--- config.mk ---
export PLATFORM = sky130hd
export DESIGN_NAME = vu_peak_meter
export DESIGN_NICKNAME = d
export VERILOG_FILES = /design/src/rtl/vu_pkg.sv /design/src/rtl/vu_thermo_encoder.sv /design/src/rtl/vu_peak_meter.sv
export SDC_FILE = /design/constraint.sdc
export NUM_CORES = 1
export LEC_CHECK = 0
export CORE_MARGIN = 4
export CORE_UTILIZATION = 50
export CTS_CLUSTER_DIAMETER = 200
export DETAILED_ROUTE_END_ITERATION = 8
export GPL_TIMING_DRIVEN = 1
export HOLD_SLACK_MARGIN = 0.12
export PLACE_DENSITY = 0.9
export RECOVER_POWER = 50
export SLEW_MARGIN = 20
export SYNTH_ARGS = -nofsm -noshare
export SYNTH_HDL_FRONTEND = slang
export SYNTH_SLANG_ARGS = --single-unit
--- constraint.sdc ---
create_clock -name clk_in -period 5.85 [get_ports clk_in]
set_clock_uncertainty 0.1 [all_clocks]
set_input_delay 1.755 -clock clk_in [delete_from_list [all_inputs] [get_ports clk_in]]
set_output_delay 1.755 -clock clk_in [all_outputs]
set_load 0.005 [all_outputs]
--- src/rtl/vu_pkg.sv ---
// vu_pkg: shared types and elaboration-time helpers for the VU peak meter.
//   vu_state_e   - peak tracker state (IDLE / HOLD / DECAY)
//   calc_maxmag  - largest representable magnitude of a w-bit two's-complement sample
//   calc_th      - bar-graph threshold for LED segment i of n
package vu_pkg;

  typedef enum logic [1:0] {
    IDLE  = 2'd0,
    HOLD  = 2'd1,
    DECAY = 2'd2
  } vu_state_e;

  function automatic int calc_maxmag(int w);
    return (1 << (w - 1)) - 1;
  endfunction

  // Truncating division keeps the top segment exactly at full scale.
  function automatic int calc_th(int i, int n, int w);
    return ((i + 1) * calc_maxmag(w)) / n;
  endfunction

endpackage

--- src/rtl/vu_thermo_encoder.sv ---
// vu_thermo_encoder: registered thermometer bar from a peak magnitude.
//   clk     - system clock
//   rst_n   - asynchronous active-low reset (clears the bar)
//   pk      - peak magnitude, W_SAMPLE-1 bits unsigned
//   leds    - N_LED-bit bar, bit 0 = lowest segment, one cycle after pk
module vu_thermo_encoder
  import vu_pkg::*;
#(
  parameter int W_SAMPLE = 12,
  parameter int N_LED    = 8
) (
  input  logic                  clk,
  input  logic                  rst_n,
  input  logic [W_SAMPLE-2:0]   pk,
  output logic [N_LED-1:0]      leds
);

  localparam int MW = W_SAMPLE - 1;

  logic [N_LED-1:0] leds_d, leds_q;

  // Thresholds rise with i, so the per-segment compares are monotone by construction.
  function automatic logic [MW-1:0] th_of(int i);
    int t;
    t = calc_th(i, N_LED, W_SAMPLE);
    return t[MW-1:0];
  endfunction

  always_comb begin
    leds_d = '0;
    for (int i = 0; i < N_LED; i++) begin
      leds_d[i] = (pk >= th_of(i));
    end
  end

  always_ff @(posedge clk or negedge rst_n) begin
    if (!rst_n) leds_q <= '0;
    else        leds_q <= leds_d;
  end

  assign leds = leds_q;

endmodule

--- src/rtl/vu_peak_meter.sv ---
// vu_peak_meter: peak-hold / linear-decay level meter with sticky clip.
//   clk_in        - system clock (same clock as the tick generator)
//   rst           - asynchronous active-low reset
//   tick_in       - display tick level, edge-detected here (not a clock)
//   sample_valid  - qualifies sample
//   sample        - signed audio sample
//   clip_clr      - clears the clip flag (a simultaneous full-scale sample wins)
//   level         - current peak magnitude
//   leds          - thermometer bar, one cycle behind level
//   clip          - sticky full-scale indicator
//   hold_active   - high while the peak is being held
module vu_peak_meter
  import vu_pkg::*;
#(
  parameter int W_SAMPLE   = 12,
  parameter int N_LED      = 8,
  parameter int HOLD_TICKS = 4,
  parameter int DECAY_STEP = 64
) (
  input  logic                       clk_in,
  input  logic                       rst,
  input  logic                       tick_in,
  input  logic                       sample_valid,
  input  logic signed [W_SAMPLE-1:0] sample,
  input  logic                       clip_clr,
  output logic [W_SAMPLE-2:0]        level,
  output logic [N_LED-1:0]           leds,
  output logic                       clip,
  output logic                       hold_active
);

  localparam int MW        = W_SAMPLE - 1;
  localparam int HC_W      = (HOLD_TICKS < 2) ? 1 : $clog2(HOLD_TICKS + 1);
  localparam int MAXMAG_I  = calc_maxmag(W_SAMPLE);
  localparam logic [MW-1:0]   MAXMAG = MAXMAG_I[MW-1:0];
  localparam logic [MW-1:0]   STEP   = DECAY_STEP[MW-1:0];
  localparam logic [HC_W-1:0] HOLD_N = HOLD_TICKS[HC_W-1:0];

  vu_state_e        state_d, state_q;
  logic [MW-1:0]    pk_d, pk_q;
  logic [HC_W-1:0]  hold_cnt_d, hold_cnt_q;
  logic             tick_d, tick_q;
  logic             clip_d, clip_q;

  logic signed [W_SAMPLE-1:0] mag_full;
  logic [MW-1:0]              mag;
  logic                       tick_rise;
  logic                       capture;

  // Negating the most-negative code yields itself; its set top bit marks the
  // one case that must saturate.
  always_comb begin
    mag_full = sample[W_SAMPLE-1] ? -sample : sample;
    mag      = mag_full[W_SAMPLE-1] ? MAXMAG : mag_full[MW-1:0];
  end

  assign tick_d    = tick_in;
  assign tick_rise = tick_in & ~tick_q;
  assign capture   = sample_valid && (mag > pk_q);

  // Next-state: capture overrides any tick arriving in the same cycle.
  always_comb begin
    state_d    = state_q;
    pk_d       = pk_q;
    hold_cnt_d = hold_cnt_q;
    if (capture) begin
      pk_d       = mag;
      hold_cnt_d = HOLD_N;
      state_d    = (HOLD_TICKS == 0) ? DECAY : HOLD;
    end else if (tick_rise) begin
      case (state_q)
        HOLD: begin
          if (hold_cnt_q <= HC_W'(1)) state_d = DECAY;
          else                        hold_cnt_d = hold_cnt_q - HC_W'(1);
        end
        DECAY: begin
          if (pk_q > STEP) begin
            pk_d = pk_q - STEP;
          end else begin
            pk_d    = '0;
            state_d = IDLE;
          end
        end
        default: ;
      endcase
    end
  end

  always_comb begin
    clip_d = clip_q;
    if (sample_valid && (mag == MAXMAG)) clip_d = 1'b1;
    else if (clip_clr)                   clip_d = 1'b0;
  end

  always_ff @(posedge clk_in or negedge rst) begin
    if (!rst) begin
      state_q    <= IDLE;
      pk_q       <= '0;
      hold_cnt_q <= '0;
      tick_q     <= 1'b0;
      clip_q     <= 1'b0;
    end else begin
      state_q    <= state_d;
      pk_q       <= pk_d;
      hold_cnt_q <= hold_cnt_d;
      tick_q     <= tick_d;
      clip_q     <= clip_d;
    end
  end

  vu_thermo_encoder #(
    .W_SAMPLE (W_SAMPLE),
    .N_LED    (N_LED)
  ) u_thermo (
    .clk   (clk_in),
    .rst_n (rst),
    .pk    (pk_q),
    .leds  (leds)
  );

  assign level       = pk_q;
  assign clip        = clip_q;
  assign hold_active = (state_q == HOLD);

endmodule

* Word-level counts from Yosys, hierarchy flattened *
Cells that the tools add are included.

word-level totals
  input bits = 17
  register bits after elaboration = 26
  word-level logic and storage cells = 55
  output and inout port bits = 21

operators by class
  magnitude comparators = 11
  add/subtract/negate cells = 3
  eq/ne operators = 6
  reductions and logical operators = 10
  muxes and demuxes = 17
  bitwise gates (word level) = 2

operators with widths
  kind                                                                               number
  11-bit 2-to-1 mux                                                                  5
  11-bit >= comparator (second input constant)                                       4
  11-bit by 10-bit >= comparator with 1-bit output (second input constant)           2
  12-bit 2-to-1 mux                                                                  1
  3-bit 2-to-1 mux                                                                   4
  12-bit negation                                                                    1
  11-bit equality test (second input constant)                                       1
  11-bit by 8-bit >= comparator with 1-bit output (second input constant)            1
  11-bit by 9-bit >= comparator with 1-bit output (second input constant)            1
  11-bit > comparator                                                                1
  11-bit by 7-bit > comparator with 1-bit output (second input constant)             1
  11-bit by 7-bit subtractor with 11-bit output (second input constant)              1
  2-bit 2-to-1 mux                                                                   4
  2-bit nonzero test                                                                 4
  2-bit case mux with 2 select lines                                                 1
  4-bit AND reduction                                                                1
  3-bit by 1-bit less-or-equal comparator with 1-bit output (second input constant)  1
  3-bit by 1-bit inequality test with 1-bit output (second input constant)           1
  3-bit inequality test (second input constant)                                      1
  3-bit AND reduction                                                                1
  3-bit nonzero test                                                                 1
  3-bit by 1-bit subtractor with 3-bit output (second input constant)                1
  2-bit by 1-bit equality test with 1-bit output (second input constant)             1
  2-bit equality test (second input constant)                                        1
  other kinds (6)                                                                    8

* Depth between registers and ports, before layout *
Gate-level depths: netlist of run 1.

  depth after elaboration = 7
  mapped depth = 15
  gate-level depth less buffers = 13

* By module *
From an unflattened synthesis of run 1, not the netlist that was laid out.

unflattened totals
  cell total of the unflattened synthesis = 215
  area total of the unflattened synthesis = 1930.6 um^2

by module, submodules not included
  module             cells each  area each (um^2)  instances  sequential area each (um^2)
  vu_peak_meter      194         1631.6            1          450.4
  vu_thermo_encoder  21          299.0             1          200.2

* Worst setup path after synthesis of run 1 *
OpenSTA, ideal clock, no wires.

  path kind = input -> register
  start = input port sample[11]
  end = register hold_cnt_q[2]
  arrival time = 4.815 ns
  setup time = 0.124 ns
  cell stages on the path = 14
  setup slack = 0.811 ns
  required time = 5.626 ns
  buffers on the path = 4
  path through = clkbuf_1 -> or3b_2 -> or4_4 -> buf_6 -> and2_1 -> inv_1 -> ha_1 -> a21oi_1 -> o21a_1 -> o22ai_1 -> o311a_1 -> clkbuf_1 -> buf_1 -> a211o_1

between the ends
  longest elaborated chain between the ends = 7
  elaborated cells on any way between the ends = 10
  classes of those cells = add/sub (1); order compare (1); eq/ne (1); mux (3); reduce/logical (4)

ends and longest elaborated chain
  element                                                                       line                  RTL
  from (decl)                                                                   vu_peak_meter.sv:24   input logic signed [W_SAMPLE-1:0] sample,
  12-bit negation                                                               vu_peak_meter.sv:53   mag_full = sample[W_SAMPLE-1] ? -sample : sample;
  12-bit 2-to-1 mux (*)                                                         vu_peak_meter.sv:53
  11-bit 2-to-1 mux (*)                                                         vu_peak_meter.sv:54   mag = mag_full[W_SAMPLE-1] ? MAXMAG : mag_full[MW-1:0];
  11-bit > comparator (*)                                                       vu_peak_meter.sv:59   assign capture = sample_valid && (mag > pk_q);
  1-bit logical AND (*)                                                         vu_peak_meter.sv:59
  2-bit inequality test (no source line) or 2-bit nonzero test (tied branches)  -
  3-bit AND reduction (no source line)                                          -
  to (signal assigned)                                                          vu_peak_meter.sv:105  hold_cnt_q <= hold_cnt_d;
  to (decl)                                                                     vu_peak_meter.sv:41   logic [HC_W-1:0] hold_cnt_d, hold_cnt_q;

Mark *: on every way between the ends. The rest lies on a longest branch, timed or not.
A chain may end at the register's enable or synchronous reset.

* Final worst setup path of run 1 *
  start = input port sample[0]
  end = register hold_cnt_q[2]

The elaborated chain is that of the path after synthesis.

==> implementation parameters, run 1 <==
Parameter                              Value

Outcome
  Outcome ... finished, final reports clean

Critical path
  R2r startpoint ... level[10]
  Top cell by count, worst path ... sky130_fd_sc_hd__ha_1
  Launching element type of the critical path ... input port
  Peak per-stage delay on the critical path ... 520 ps
  Critical path data required time ... 5900 ps
  CP Launch Point ... sample[0]
  Buffers plus inverters on the worst setup path ... 3
  Largest fanout on the critical path ... 9
  Slowest CP cell ... sky130_fd_sc_hd__or3b_2
  Arrival time of the worst setup path ... roughly 5500 ps
  Largest delay share family, worst path ... compound AO/OA/AOI/OAI gates
  Critical path capture point type ... flip-flop
  Worst-path cell chain ... clkdlybuf4s50_1 > inv_1 > ha_1 > or3b_2 > o211a_1 > a311oi_1 > ha_1 > a21o_1 > a21oi_1 > o22ai_1 > o311a_1 > buf_4 > a211o_1
  Critical Setup Path Class ... input port to flip-flop

Power
  Worst vdd rail ir drop ... around 0.14 mV
  Total leakage power ... 1.02 nW
  PwrDens ... between 300 and 400 mW/mm²

Yosys
  Post-synthesis average cell area ... 8.92 µm²
  Post-synth EDFFs ... 0
  Synth Instances ... 215
  Register bit count reported by yosys ... 26
  Synthesized net count ... 248
  Main synth FF type ... sky130_fd_sc_hd__dfrtp_1
  Sequential fraction of the synthesis area ... 33.9%
  Netlist Area Pre-Place ... 0.00192 mm²
  Fraction of registers with async set/reset ... 100%
  Yosys warns ... 0
  Count of unique library cells instantiated by Yosys ... between 50 and 60

Clock tree
  Max H-tree Level ... 1
  Clock network latency to the later pin of the worst-skew pair ... 260 ps
  Hold bufs inserted after CTS ... 0
  TritonCTS clock tree ... done
  Clock transition at path regs ... 80 ps
  Total clock buffers created by CTS ... 3
  Clk Tree Root Cell ... sky130_fd_sc_hd__clkbuf_8
  Number of buffers on the longest clock path ... 2
  Post-CTS Setup Bufs ... 0
  Total of cells resized after clock tree synthesis ... 0
  Sink Count ... 26

Floorplan
  Initial Utilization ... 52.0%
  Die area ... 0.00489 mm²
  DIE HEIGHT ... 69.9 µm
  Total core area ... 0.00369 mm²
  Number of rows created at floorplan ... 22
  Boundary pin count ... 38
  Die width ... 69.9 µm

Routing
  Number of vias per cell ... 5.86
  Final routed wire length divided by cell count ... 14.2 µm
  WL final ... 4220 µm
  Antenna violation net count after detailed routing ... 0
  Vias ... around 1700
  Remaining DRCs ... 0
  Drt initial violations ... between 150 and 200
  Count of TritonRoute iterations in the first routing pass ... 4

STA
  RSZ-0062 raised after global routing ... false
  Hold violation count in the final report ... 0
  Sum Neg Setup Slack ... 0 ps
  Minimum period implied by the final worst setup slack ... 5430 ps
  Share of the clock period used by the worst path ... between 90% and 100%
  Final number of max-transition violations ... 0
  Worst-Margin Slew ... 1310 ps
  Timing-limited maximum frequency ... ~0.18 GHz
  Final worst-path setup slack ... 417 ps
  Count of final setup violators ... 0
  Tightest slew margin relative to the limit ... 13.0%

Cells and area
  Total Nets Final ... roughly 280
  Commonest cells after routing, fill and taps aside ... sky130_fd_sc_hd__clkdlybuf4s50_1 (34), sky130_fd_sc_hd__dfrtp_1 (26), sky130_fd_sc_hd__inv_1 (25), sky130_fd_sc_hd__ha_1 (16)
  Final-layout fill cell count ... 306
  Area delta synth->final ... 24.3%
  Most common library cell in the layout ignoring fill and taps ... sky130_fd_sc_hd__clkdlybuf4s50_1
  Layout cells sized above 1 ... 7.60%
  Number of diodes added for antenna fixing ... 0

Placement
  Count of buffers inserted at the top-level ports ... 37
  Setup slack after placement ... about 140 ps
  Final GP Congestion ... 0.900
  Post-DP HPWL ... between 3000 and 4000 µm

Global route
  Number of antenna violations at the first check in global routing ... 0
  Vias in the first global route ... around 1600
  Overflow left after global routing ... 0
  Wire length of the first global-routing pass ... 7140 µm
  Pin count of the biggest net entering global routing ... 27
  GRT Util Overall ... 17.4%

Min path
  Worst hold path type ... flip-flop to flip-flop
  Hold Crit Start ... clip

Run
  Count of max-cap constraint violations ... 0
-- state kept, by name (all words and copies together), names as in the netlist --
register       cells
clip               1
hold_cnt_q         3
level             11
state_q            2
tick_q             1
u_thermo.leds      8
-- path summary, 6_finish.rpt --
path / endpoint / slack [ps] / cells past startpoint
worst max-delay path: hold_cnt_q[2] / 420 / 13
worst max register to register: level[10] / 3320 / 8
max in group asynchronous: level[2] / 3220 / 1
worst min register to register: clip / 410 / 1
worst min-delay path: clip / 410 / 1
min in group asynchronous: level[9] / 1660 / 1
-- power breakdown --
part | total (W) | switching (W) | leakage [nW] | internal [W]
sequential | 0.000335 | 0.0000830 | 0.300 | 0.000252
combinational | 0.000470 | 0.000210 | 0.693 | 0.000260
clock | 0.000111 | 0.0000515 | 0.0288 | 0.0000600
total | 0.000916 | 0.000344 | 1.02 | 0.000572
-- stage by stage --
stage	cell area, µm²	hold WS (ps)	total power [W]	util (%)	std cells
2_1_floorplan	1920	387	0.000591	-	215
3_3_place_gp	2330	383	0.000791	63.3	294
3_5_place_dp	2330	392	0.000811	63.3	294
4_1_cts	2390	414	0.000924	64.8	298
5_1_grt	2380	437	0.000994	64.6	298
6_report	2380	409	0.000916	64.6	298
-- cell usage after synthesis (all sizes together) (3+ instances only) --
library cell / instances / share of area (%)
mux2: 5 / 2.9
clkbuf: 8 / 1.6
inv: 25 / 4.9
buf: 3 / 1.0
nand2: 12 / 2.3
nand2b: 3 / 0.98
a21oi: 13 / 3.4
or4: 3 / 1.4
o21ai: 12 / 3.1
nor4: 6 / 2.0
nor2b: 3 / 0.98
o21a: 7 / 2.7
nand4: 3 / 0.98
dfrtp: 26 / 34
ha: 16 / 10
nor2: 13 / 2.5
nor3: 4 / 1.0
mux2i: 9 / 4.7
and2: 3 / 0.98
-- metal layers --
metal	wire length, µm	vias up	part of all wire (%)	GRT usage (%)
met3	237	8	5.6	2.16
li1	-	850	-	-
met1	1730	825	41	20.6
met5	0	-	0	0
met2	2180	63	52	32.1
met4	68	0	1.6	6.17
-- cells by family (layout without fill, tap and decap cells) --
logic type      count (synthesis)  count (layout)  synth area share (%)
compound gates                 55              55                  19.8
xor+xnor                        3               3                  1.37
fa+ha+maj                      16              16                  10.4
buf+inv                        36              71                  7.51
flops                          26              26                  33.9
mux                            14              14                  7.64
simple gates                   65              65                  19.3
-- cell type report --
cell class | count | area, µm² | area share [%]
multi-input combinational | 153 | 1120 | 47.1
clock buffer | 4 | 55.1 | 2.31
inverter | 25 | 93.8 | 3.94
tap | 48 | 60.1 | 2.52
sequential | 26 | 651 | 27.3
timing repair buffer | 42 | 402 | 16.9
(Power assumes the default switching activity.)
==> inputs of run 2 (changes only) <==
Settings changed: GPL_ROUTABILITY_DRIVEN from default to 0.
==> implementation parameters, run 2 (same netlist as run 1, synthesis figures left out) <==
Parameter                              Value

Outcome
  Outcome ... finished, final reports clean

Clock tree
  Number of buffers on the longest clock path ... 2 (unchanged)
  Hold bufs inserted after CTS ... 0 (unchanged)
  Post-CTS Setup Bufs ... 0 (unchanged)
  TritonCTS clock tree ... done
  Total clock buffers created by CTS ... 3 (unchanged)
  Max H-tree Level ... 1 (unchanged)
  Total of cells resized after clock tree synthesis ... 0 (unchanged)
  Clock transition at path regs ... 90 ps (about the same)
  Clk Tree Root Cell ... sky130_fd_sc_hd__clkbuf_8
  Clock network latency to the later pin of the worst-skew pair ... 270 ps (about the same)
  Sink Count ... 26 (unchanged)

Cells and area
  Number of diodes added for antenna fixing ... 0 (unchanged)
  Commonest cells after routing, fill and taps aside ... sky130_fd_sc_hd__clkdlybuf4s50_1 (34), sky130_fd_sc_hd__dfrtp_1 (26), sky130_fd_sc_hd__inv_1 (25), sky130_fd_sc_hd__ha_1 (16)
  Sequential standard cell area ... 651 µm² (unchanged)
  Final-layout fill cell count ... 299 (-2.3%)
  Total Nets Final ... 284 (unchanged)
  Layout cells sized above 1 ... 7.60% (unchanged)
  Area delta synth->final ... 24.3% (unchanged)
  Area used by multi-input combinational logic ... 0.00112 mm² (unchanged)
  Most common library cell in the layout ignoring fill and taps ... sky130_fd_sc_hd__clkdlybuf4s50_1
  Max reg flops ... 11 (unchanged)

STA
  RSZ-0062 raised after global routing ... false
  Timing-limited maximum frequency ... 0.186 GHz (+0.84%)
  Final number of max-transition violations ... 0 (unchanged)
  Tightest slew margin relative to the limit ... 10.0% (-2.9 points)
  Minimum period implied by the final worst setup slack ... 5390 ps (-45.0 ps)
  Worst-Margin Slew ... 1350 ps (+44.2 ps)
  WHS ... 398 ps (-10.4 ps)
  Count of final setup violators ... 0 (unchanged)
  Hold violation count in the final report ... 0 (unchanged)
  Sum Neg Setup Slack ... 0 ps (unchanged)
  Share of the clock period used by the worst path ... 92.1% (-0.77 points)

Critical path
  Critical register-to-register path endpoint ... level[9]
  Top cell by count, worst path ... sky130_fd_sc_hd__ha_1
  Launching element type of the critical path ... input port
  Slowest CP cell ... sky130_fd_sc_hd__or3b_2
  R2R Setup Slk ... 3300 ps (-20 ps)
  Critical Setup Path Class ... input port to flip-flop
  Peak per-stage delay on the critical path ... 530 ps (about the same)
  Largest fanout on the critical path ... 9 (unchanged)
  R2r startpoint ... level[10]
  Critical path capture point type ... flip-flop
  Critical path data required time ... 5910 ps (about the same)
  Worst-path cell chain ... clkdlybuf4s50_1 > inv_1 > ha_1 > or3b_2 > o211a_1 > a311oi_1 > ha_1 > a21o_1 > a21oi_1 > o22ai_1 > o311a_1 > buf_4 > a211o_1
  Arrival time of the worst setup path ... 5450 ps (-40 ps)
  Worst R2R Path Depth ... 8 (unchanged)

Routing
  WL final ... 4400 µm (+4.4%)
  Antenna violation net count after detailed routing ... 0 (unchanged)
  Remaining DRCs ... 0 (unchanged)
  Drt initial violations ... 65 (-58%)
  Number of vias per cell ... 5.88 (+0.34%)
  Final routed wire length divided by cell count ... 14.8 µm (+4.4%)
  Count of TritonRoute iterations in the first routing pass ... 4 (unchanged)
  Vias ... 1752 (+0.34%)

Floorplan
  Initial Utilization ... 52.0% (unchanged)
  Boundary pin count ... 38 (unchanged)
  Number of rows created at floorplan ... 22 (unchanged)
  Die width ... 69.9 µm (unchanged)
  Die area ... 0.00489 mm² (unchanged)
  Total core area ... 0.00369 mm² (unchanged)
  DIE HEIGHT ... 69.9 µm (unchanged)

Global route
  Vias in the first global route ... 1777 (+7.8%)
  Global Route met2 Usage ... 35.6% (+3.5 points)
  Pin count of the biggest net entering global routing ... 27 (unchanged)
  Met3 usage in global routing ... 3.17% (+1.0 points)
  GRT Util Overall ... 18.8% (+1.4 points)
  Routing layer with the top usage in global route ... met2
  Overflow left after global routing ... 0 (unchanged)
  Wire length of the first global-routing pass ... 7730 µm (+8.3%)
  Number of antenna violations at the first check in global routing ... 0 (unchanged)
  Met1 usage in global routing ... 21.5% (+0.92 points)

Power
  Total leakage power ... 1.02 nW (-0.35%)
  Power, Total ... 0.000928 W (+1.3%)
  Worst vdd rail ir drop ... 0.132 mV (-5.1%)
  PwrDens ... 389 mW/mm² (+1.3%)

Min path
  Hold Crit Depth ... 1 (unchanged)
  Worst hold path type ... flip-flop to flip-flop
  Hold Crit Start ... clip
  Min-Delay Endpoint ... clip

Run
  Count of max-cap constraint violations ... 0 (unchanged)

Placement
  Count of buffers inserted at the top-level ports ... 37 (unchanged)
  Post-DP HPWL ... 3470 µm (+0.30%)
## run 2: cell type report
type	count	share of cell area, %
Multi-Input combinational cell	153	47.1
Sequential cell	26	27.3
Timing Repair Buffer	42	16.9
Inverter	25	3.94
Tap cell	48	2.52
Clock buffer	4	2.31
## run 2: power by group
part	total, W	internal, W	switching, W
sequential	0.000335	0.000252	0.0000828
clock	0.000116	0.0000602	0.0000556
combinational	0.000478	0.000261	0.000217
## run 2: worst max-delay path: cells and delay by family
| family | cells | cell delay (ps) |
|---|---|---|
| buf+inv | 3 | 790 |
| simple gates | 1 | 530 |
| compound gates | 7 | 1810 |
| fa+ha+maj | 2 | 560 |
## run 2: stage by stage
| step | instance area [µm²] | cells | worst slack, ps | util, % |
|---|---|---|---|---|
| final | 2380 | 298 | 462 | 64.6 |
| after global routing | 2380 | 298 | 219 | 64.6 |
| after CTS | 2390 | 298 | 481 | 64.8 |
| after detailed placement | 2330 | 294 | 198 | 63.3 |
| after global placement | 2330 | 294 | 279 | 63.3 |
| after floorplan | 1920 | 215 | 811 | - |
## run 2: worst max path at each step
stage | from | end | slack [ps]
after global routing | sample[1] | level[9] | 220
after detailed placement | sample[0] | hold_cnt_q[2] | 200
after CTS | sample[0] | hold_cnt_q[2] | 480
after global placement | sample[0] | hold_cnt_q[2] | 280
final | sample[0] | hold_cnt_q[2] | 460
after floorplan | sample[11] | hold_cnt_q[2] | 810
## run 2: layer usage
layer | share of wire [%] | wire length [µm] | vias to the layer above
met1 | 42 | 1840 | 839
met5 | 0 | 0 | -
met4 | 1.1 | 47 | 0
met3 | 5.1 | 225 | 7
li1 | - | - | 855
met2 | 52 | 2290 | 51
